### src/rtl/mem_boot_loader.sv
// Boot loader: streams an image into instruction and data SRAM, holds the core in
// reset for a few cycles, then hands both SRAM ports over to the core.
module mem_boot_loader #(
    parameter int ADDR_W   = 10,
    parameter int DATA_W   = 32,
    parameter int IMEM_LEN = 79,
    parameter int DMEM_LEN = 12,
    parameter int HOLD_CYC = 4
) (
    input  logic              CLK,
    input  logic              RST,
    input  logic              start,

    input  logic              s_valid,
    output logic              s_ready,
    input  logic [DATA_W-1:0] s_data,

    input  logic              imem_csb_i,
    input  logic              imem_web_i,
    input  logic [ADDR_W-1:0] imem_addr_i,
    input  logic [DATA_W-1:0] imem_din_i,
    output logic              imem_csb_o,
    output logic              imem_web_o,
    output logic [ADDR_W-1:0] imem_addr_o,
    output logic [DATA_W-1:0] imem_din_o,

    input  logic              dmem_csb_i,
    input  logic              dmem_web_i,
    input  logic [ADDR_W-1:0] dmem_addr_i,
    input  logic [DATA_W-1:0] dmem_din_i,
    output logic              dmem_csb_o,
    output logic              dmem_web_o,
    output logic [ADDR_W-1:0] dmem_addr_o,
    output logic [DATA_W-1:0] dmem_din_o,

    output logic              core_rstn,
    output logic              done
);

    localparam int CNT_W = ADDR_W + 1;
    localparam int HCW   = $clog2(HOLD_CYC + 1);

    localparam logic [CNT_W-1:0] I_LAST = CNT_W'(IMEM_LEN - 1);
    localparam logic [CNT_W-1:0] D_LAST = CNT_W'((DMEM_LEN > 0) ? DMEM_LEN - 1 : 0);
    localparam logic [HCW-1:0]   H_LAST = HCW'(HOLD_CYC - 1);

    typedef enum logic [2:0] {
        IDLE,
        LOAD_I,
        LOAD_D,
        HOLD,
        RUN
    } state_t;

    state_t           state;
    logic [CNT_W-1:0] cnt;
    logic [HCW-1:0]   hold_cnt;
    logic             accept;

    assign accept = s_valid && s_ready;

    // s_ready, core_rstn and done are registered alongside the state so they are
    // glitch-free decodes of the current state.
    always_ff @(posedge CLK) begin
        if (RST) begin
            state     <= IDLE;
            cnt       <= '0;
            hold_cnt  <= '0;
            s_ready   <= 1'b0;
            core_rstn <= 1'b0;
            done      <= 1'b0;
        end else begin
            case (state)
                IDLE: begin
                    if (start) begin
                        state   <= LOAD_I;
                        cnt     <= '0;
                        s_ready <= 1'b1;
                    end
                end
                LOAD_I: begin
                    if (accept) begin
                        if (cnt == I_LAST) begin
                            cnt <= '0;
                            if (DMEM_LEN == 0) begin
                                state    <= HOLD;
                                s_ready  <= 1'b0;
                                hold_cnt <= '0;
                            end else begin
                                state <= LOAD_D;
                            end
                        end else begin
                            cnt <= cnt + 1'b1;
                        end
                    end
                end
                LOAD_D: begin
                    if (accept) begin
                        if (cnt == D_LAST) begin
                            cnt      <= '0;
                            state    <= HOLD;
                            s_ready  <= 1'b0;
                            hold_cnt <= '0;
                        end else begin
                            cnt <= cnt + 1'b1;
                        end
                    end
                end
                HOLD: begin
                    if (hold_cnt == H_LAST) begin
                        state     <= RUN;
                        core_rstn <= 1'b1;
                        done      <= 1'b1;
                    end else begin
                        hold_cnt <= hold_cnt + 1'b1;
                    end
                end
                RUN: begin
                    state <= RUN;
                end
                default: begin
                    state     <= IDLE;
                    s_ready   <= 1'b0;
                    core_rstn <= 1'b0;
                    done      <= 1'b0;
                end
            endcase
        end
    end

    // SRAM port steering: loader writes in LOAD_x, pass-through only in RUN.
    always_comb begin
        imem_csb_o  = 1'b1;
        imem_web_o  = 1'b1;
        imem_addr_o = '0;
        imem_din_o  = '0;
        dmem_csb_o  = 1'b1;
        dmem_web_o  = 1'b1;
        dmem_addr_o = '0;
        dmem_din_o  = '0;
        if (done) begin
            imem_csb_o  = imem_csb_i;
            imem_web_o  = imem_web_i;
            imem_addr_o = imem_addr_i;
            imem_din_o  = imem_din_i;
            dmem_csb_o  = dmem_csb_i;
            dmem_web_o  = dmem_web_i;
            dmem_addr_o = dmem_addr_i;
            dmem_din_o  = dmem_din_i;
        end else if (state == LOAD_I && accept) begin
            imem_csb_o  = 1'b0;
            imem_web_o  = 1'b0;
            imem_addr_o = cnt[ADDR_W-1:0];
            imem_din_o  = s_data;
        end else if (state == LOAD_D && accept) begin
            dmem_csb_o  = 1'b0;
            dmem_web_o  = 1'b0;
            dmem_addr_o = cnt[ADDR_W-1:0];
            dmem_din_o  = s_data;
        end
    end

endmodule

### config.mk
export PLATFORM = sky130hd
export DESIGN_NAME = mem_boot_loader
export DESIGN_NICKNAME = d
export VERILOG_FILES = /design/src/rtl/mem_boot_loader.sv
export SDC_FILE = /design/constraint.sdc
export NUM_CORES = 1
export LEC_CHECK = 0
export ABC_AREA = 1
export BUFFER_PORTS_ARGS = -buffer_cell sky130_fd_sc_hd__buf_2
export CAP_MARGIN = 20
export CORE_AREA = 2 2 82 84
export DETAILED_ROUTE_END_ITERATION = 12
export DIE_AREA = 0 0 84 86
export PLACE_DENSITY = 0.86
export SYNTH_ARGS = -nofsm -noshare
export SYNTH_HDL_FRONTEND = slang
export SYNTH_SLANG_ARGS = --single-unit
### constraint.sdc
create_clock -name CLK -period 1.95 [get_ports CLK]
set_input_delay 0.195 -clock CLK [delete_from_list [all_inputs] [get_ports CLK]]
set_output_delay 0.195 -clock CLK [all_outputs]
set_load 0.01 [all_outputs]
==> metrics, run 1 <==
cts hold-fix bufs=0; Final min period=1.84 ns; # diodes=0; maximum clock rate=542 MHz; Static Leak=1.93 nW; die area=7220 µm²; multiplexer share of the synthesized area=0; die height=86 µm; status=complete, no violations; clk slew on worst S/H paths=0.07 ns; DRT Pass-1 Iters=6; Final Power=2.04 mW; max_cap viols=0; post-CTS setup buffer count=0; Critical-path top delay cell=dfxtp_2; # DRC=0; via count=3,572; # rows=29; HP Start=RST; Die W=84 µm; main combinational cell family by area after synthesis=simple AND/OR/NAND/NOR gates; H-tree levels=1; nets=770; slew margin rel.=0.724; Max VDD drop=0.646 mV; Worst Path Max Fanout=23; via/cell ratio=4.97; Buf+Inv Stages, Crit Path=4; Slew Viols, Final=0; Layout Skew=0.00383 ns; reg2reg start=state[1]; cell mode on critical path=inv_2; Post-Syn Area=2230 µm²; pwr/cell area=600 nW/µm²; CP Launch Point=state[0]; Avg Cell Area, Syn=5.04 µm²; Yosys Warn Count=0; Initial DRC Count=250; syn_nets=571; CTS Buf Count=3; WL final=9260 µm; asr flop ratio synth=0; most common flop cell mapped by yosys=dfxtp_1; clock buffer depth=2; CTS sink cnt=19; worst skew pair latency=0.26 ns; worst-path cell chain=inv_2, nor2_2, nand2_1, inv_2, nand2_2, buf_4, o21ai_0, buf_2; Data arrival, critical path=1.65 ns; Yosys cell types=25; Synth Area in Simple Gates=0.472; GR Overflow Total=0; Crit path max-delay family=buffers and inverters; starting density of the core=0.356; placed cell count=714; Syn-to-layout area delta=52.7%; Final Util=0.543; CTS tree=done; Synth Area in Compound Gates=0.234; Detailed Place HPWL=7400 µm; Crit Path Category=reg -> out; core area=6280 µm²; Total GRT Usage=0.242; drt wl/cell=12.9 µm; Adder-Cell Fraction of Synth Area=0.0224; Yosys reg bits=19; sequential area share after synthesis=0.170; Fin Setup TNS=0 ns; maximum number of pins on one net before global-route repair=91; first-pass GRT wire length=14,800 µm; Setup crit start kind=register; Fin Hold WS=0.221 ns; CP endpoint kind=output port; RSZ-0062 raised after global routing=no; Mapped Cells=443; final hold vios=0; GP Congestion=0.914; xor and xnor fraction of the mapped netlist area=0; initial antenna violation count=0; remaining antenna violation count=0; Layout Cells excl Fill=718; EDFF count, synth=0; # IOs=215; Worst Tran Pin Value=0.413 ns; CTS root buf=clkbuf_8; layout cells sized above 1=0.373; Tcrit/Tclk final=0.946; min-delay worst type=in -> reg; Worst EP required=1.75 ns; vias in the first global route=3,205; Setup violations, final=0; PortBufs=214; CP max stage delay=0.39 ns
-- worst reg2reg max path: stages, from the launching register on --
cell     delay [ns]
dfxtp_1        0.43
inv_1          0.12
nand3_1        0.11
nand2_1        0.09
nor2_4         0.25
inv_1          0.18
o21ai_0        0.20
nor2_1         0.07
-- metrics by stage --
stage                     worst slack (ns)  cell area [µm²]
after global routing               0.00134             3410
after detailed placement             0.240             3350
after global placement               0.227             3350
after floorplan                      0.496             2230
final                                0.106             3410
after CTS                           0.0395             3400
-- sequential cells by signal, summed over array words and instances (netlist names) --
signal,flops
hold_cnt,3
cnt,11
done,1
state,3
s_ready,1
-- cells by family after synthesis --
group | count (synthesis)
adder cells (fa/ha/maj) | 4
AND/OR/NAND/NOR | 262
AO/OA/AOI/OAI | 103
flip-flops | 19
buffers and inverters | 55
-- layout by cell type, fill, tap and decap left out, drive strengths merged --
cell type  count
a211oi         1
a21oi         16
a31oi          1
buf          220
clkbuf         4
dfxtp         19
ha             4
inv           29
nand2        194
nand3         29
nand4          2
nor2          31
nor3           4
nor3b          1
o21ai         85
or2            1
-- repair_timing --
action                     4_1_cts  5_1_grt
gates resized for setup          2       23
pin swaps                        0        0
setup endpoints to repair        2       82
-- area by class of cell --
cell class	count	area, µm²
Timing Repair Buffer	220	1140
Sequential cell	19	384
Fill cell	663	2870
Inverter	29	109
Multi-Input combinational cell	369	1630
Tap cell	77	96.3
Clock buffer	4	45.0
-- per-layer routing --
| metal | track usage | vias up | routed length [µm] |
|---|---|---|---|
| li1 | - | 1827 | - |
| met2 | 0.433 | 156 | 4640 |
| met4 | 0.0587 | 0 | 139 |
| met3 | 0.0414 | 18 | 819 |
| met5 | 0 | - | 0 |
| met1 | 0.302 | 1571 | 3660 |
-- Yosys cell counts (all sizes together) (2+ instances only) --
cell type | instances | area share
nand3 | 29 | 0.065
dfxtp | 19 | 0.17
buf | 7 | 0.020
nor2 | 31 | 0.058
inv | 29 | 0.049
nor3 | 4 | 0.0090
clkbuf | 19 | 0.033
nand4 | 2 | 0.0056
ha | 4 | 0.022
nand2 | 194 | 0.33
a21oi | 16 | 0.038
o21ai | 85 | 0.19
-- power by group --
part           switching [mW]  internal, mW  leakage [nW]
Clock                   0.129         0.145        0.0228
Combinational           0.807         0.430          1.75
Sequential             0.0726         0.462         0.156
-- worst paths after layout --
check                           cells past startpoint  slack (ns)             end
worst max-delay path                                8        0.11  imem_din_o[11]
worst min-delay path                                2        0.22          cnt[8]
worst max register to register                      7        0.39          cnt[0]
worst min register to register                      2        0.49     hold_cnt[1]
Power figures use the tool's default switching activity.
==> run 2, diff against run 1 <==
==> constraint.sdc (replaced) <==
create_clock -name CLK -period 1.95 [get_ports CLK]
set_input_delay 0.0975 -clock CLK [delete_from_list [all_inputs] [get_ports CLK]]
set_output_delay 0.0975 -clock CLK [all_outputs]
set_load 0.01 [all_outputs]
==> metrics, run 2 (synthesis results as in run 1) <==
die area=7220 µm² (unchanged); Worst EP required=1.85 ns (+0.10 ns); Detailed Place HPWL=7500 µm (+1.4%); Seq pwr share=0.260 (about the same); Initial DRC Count=197 (-21%); Net Sw Power=1.02 mW (+1.1%); pre-CTS setup slack=0.231 ns (-0.00968 ns); Slew Viols, Final=0 (unchanged); Final Worst Setup Slack=0.156 ns (+0.0503 ns); Syn-to-layout area delta=52.4%; Top reg by flops=cnt; CTS sink cnt=19 (unchanged); clk slew on worst S/H paths=0.08 ns (about the same); Layout Skew=0.00372 ns (-0.000108 ns); via/cell ratio=4.95 (-0.53%); most frequent cells in the layout=buf_2 (214), nand2_1 (192), o21ai_0 (80), nand3_1 (29), nor2_1 (28); max reg flops=11 (unchanged); Largest regs=cnt (11), hold_cnt (3), state (3); # IOs=215 (unchanged); CTS root buf=clkbuf_8; R2R Setup Slk=0.35 ns (-0.04 ns); cell mode on critical path=nand2_1; min-delay worst type=in -> reg; pwr/cell area=604 nW/µm² (+0.61%); layout cells sized above 1=0.371 (-0.00214); nets=771 (+0.13%); Die W=84 µm (unchanged); post-CTS setup buffer count=0 (unchanged); CP max stage delay=0.37 ns (-0.02 ns); GR Overflow Total=0 (unchanged); Net Sw Frac=0.496 (+0.00345); final hold vios=0 (unchanged); Crit path max-delay family=buffers and inverters; drt wl/cell=13.0 µm (+0.54%); internal power=1.03 mW (-0.26%); core area=6280 µm² (unchanged); Reg2Reg Depth=8 (+1); power share of the clock group=0.140 (+0.006); Static Leak=1.94 nW (+0.79%); DP Area=3350 µm² (-0.15%); # DRC=0 (unchanged); WL final=9330 µm (+0.68%); H-tree levels=1 (unchanged); die height=86 µm (unchanged); slew margin rel.=0.634 (-0.0900); design area=3400 µm² (-0.18%); Setup violations, final=0 (unchanged); first-pass GRT wire length=14,600 µm (-0.89%); Final Power=2.05 mW (+0.43%); via count=3,558 (-0.39%); maximum number of pins on one net before global-route repair=61 (-33%); Worst Tran Pin Value=0.549 ns (+0.136 ns); # diodes=0 (unchanged); Worst Path Max Fanout=22 (-4.3%); Final Util=0.542 (-0.000997); clock buffer depth=2 (unchanged); DRT Pass-1 Iters=5 (-1); PortBufs=214 (unchanged); Buf+Inv Stages, Crit Path=3 (-1); vias in the first global route=3,028 (-5.5%); Fin Setup TNS=0 ns (unchanged); GP Congestion=0.920 (+0.71%); worst skew pair latency=0.26 ns (about the same); worst-path cell chain=nor2_1, nand2_1, inv_1, nand2_1, buf_4, o21ai_0, buf_2; RSZ-0062 raised after global routing=no; # rows=29 (unchanged); max_cap viols=0 (unchanged); Max VDD drop=0.552 mV (-15%); CP endpoint kind=output port; Critical-path top delay cell=dfxtp_1; worst reg2reg path endpoint=hold_cnt[1]; maximum clock rate=557 MHz (+2.8%); Crit Path Category=reg -> out; Data arrival, critical path=1.70 ns (+0.05 ns); reg2reg start=cnt[1]; Combinational Power Share=0.599 (-0.006); HP Start=RST; initial antenna violation count=0 (unchanged); status=complete, no violations; starting density of the core=0.356 (unchanged); CTS tree=done; CTS Buf Count=3 (unchanged); cts hold-fix bufs=0 (unchanged); Hold EP=cnt[8]; Tcrit/Tclk final=0.920 (-0.0258); Hold Crit Depth=2 (unchanged); Total GRT Usage=0.241 (-0.00116); Setup crit start kind=register; remaining antenna violation count=0 (unchanged); Final min period=1.79 ns (-0.0503 ns); commonest non-fill, non-tap cell in the layout=buf_2
-- run 2: power by group through the flow --
stage | sequential, mW | clock [mW] | combinational (mW)
floorplan | 0.529 | 0 | 0.848
global placement | 0.534 | 0 | 1.19
detailed placement | 0.540 | 0 | 1.21
CTS | 0.532 | 0.293 | 1.22
global route | 0.549 | 0.311 | 1.39
finish | 0.535 | 0.288 | 1.23
-- run 2: metal layers --
metal	global-route usage	wire, µm
met1	0.306	3840
met2	0.436	4620
met3	0.0346	721
met4	0.0484	140
met5	0	0
-- run 2: metrics by stage --
step | hold WS, ns | cells
final | 0.112 | 719
after global routing | 0.127 | 719
after CTS | 0.116 | 719
after detailed placement | 0.390 | 715
after global placement | 0.390 | 715
after floorplan | 0.319 | 443
-- run 2: worst max-delay path by stage --
stage	slack [ns]	from	to	depth (start not counted)
after global placement	0.27	state[0]	imem_din_o[17]	8
after floorplan	0.59	done	dmem_din_o[28]	5
after detailed placement	0.23	state[0]	imem_din_o[17]	8
after CTS	0.06	state[0]	imem_din_o[17]	8
after global routing	0.009	state[2]	dmem_addr_o[7]	7
final	0.16	state[2]	dmem_din_o[25]	7
-- run 2: final cells by class --
type                    count  area (µm²)
fillers                   625        2880
multi-input cells         369        1630
repair buffers            221        1140
flip-flops and latches     19         383
inverters                  29         109
well taps                  77        96.3
clock buffers               3        41.3
clock inverters             1        5.00
-- run 2: repair_timing --
action	4_1_cts	5_1_grt
gates resized for setup	1	3
cloned	0	0
hold endpoints to repair	0	0
setup endpoints to repair	13	16
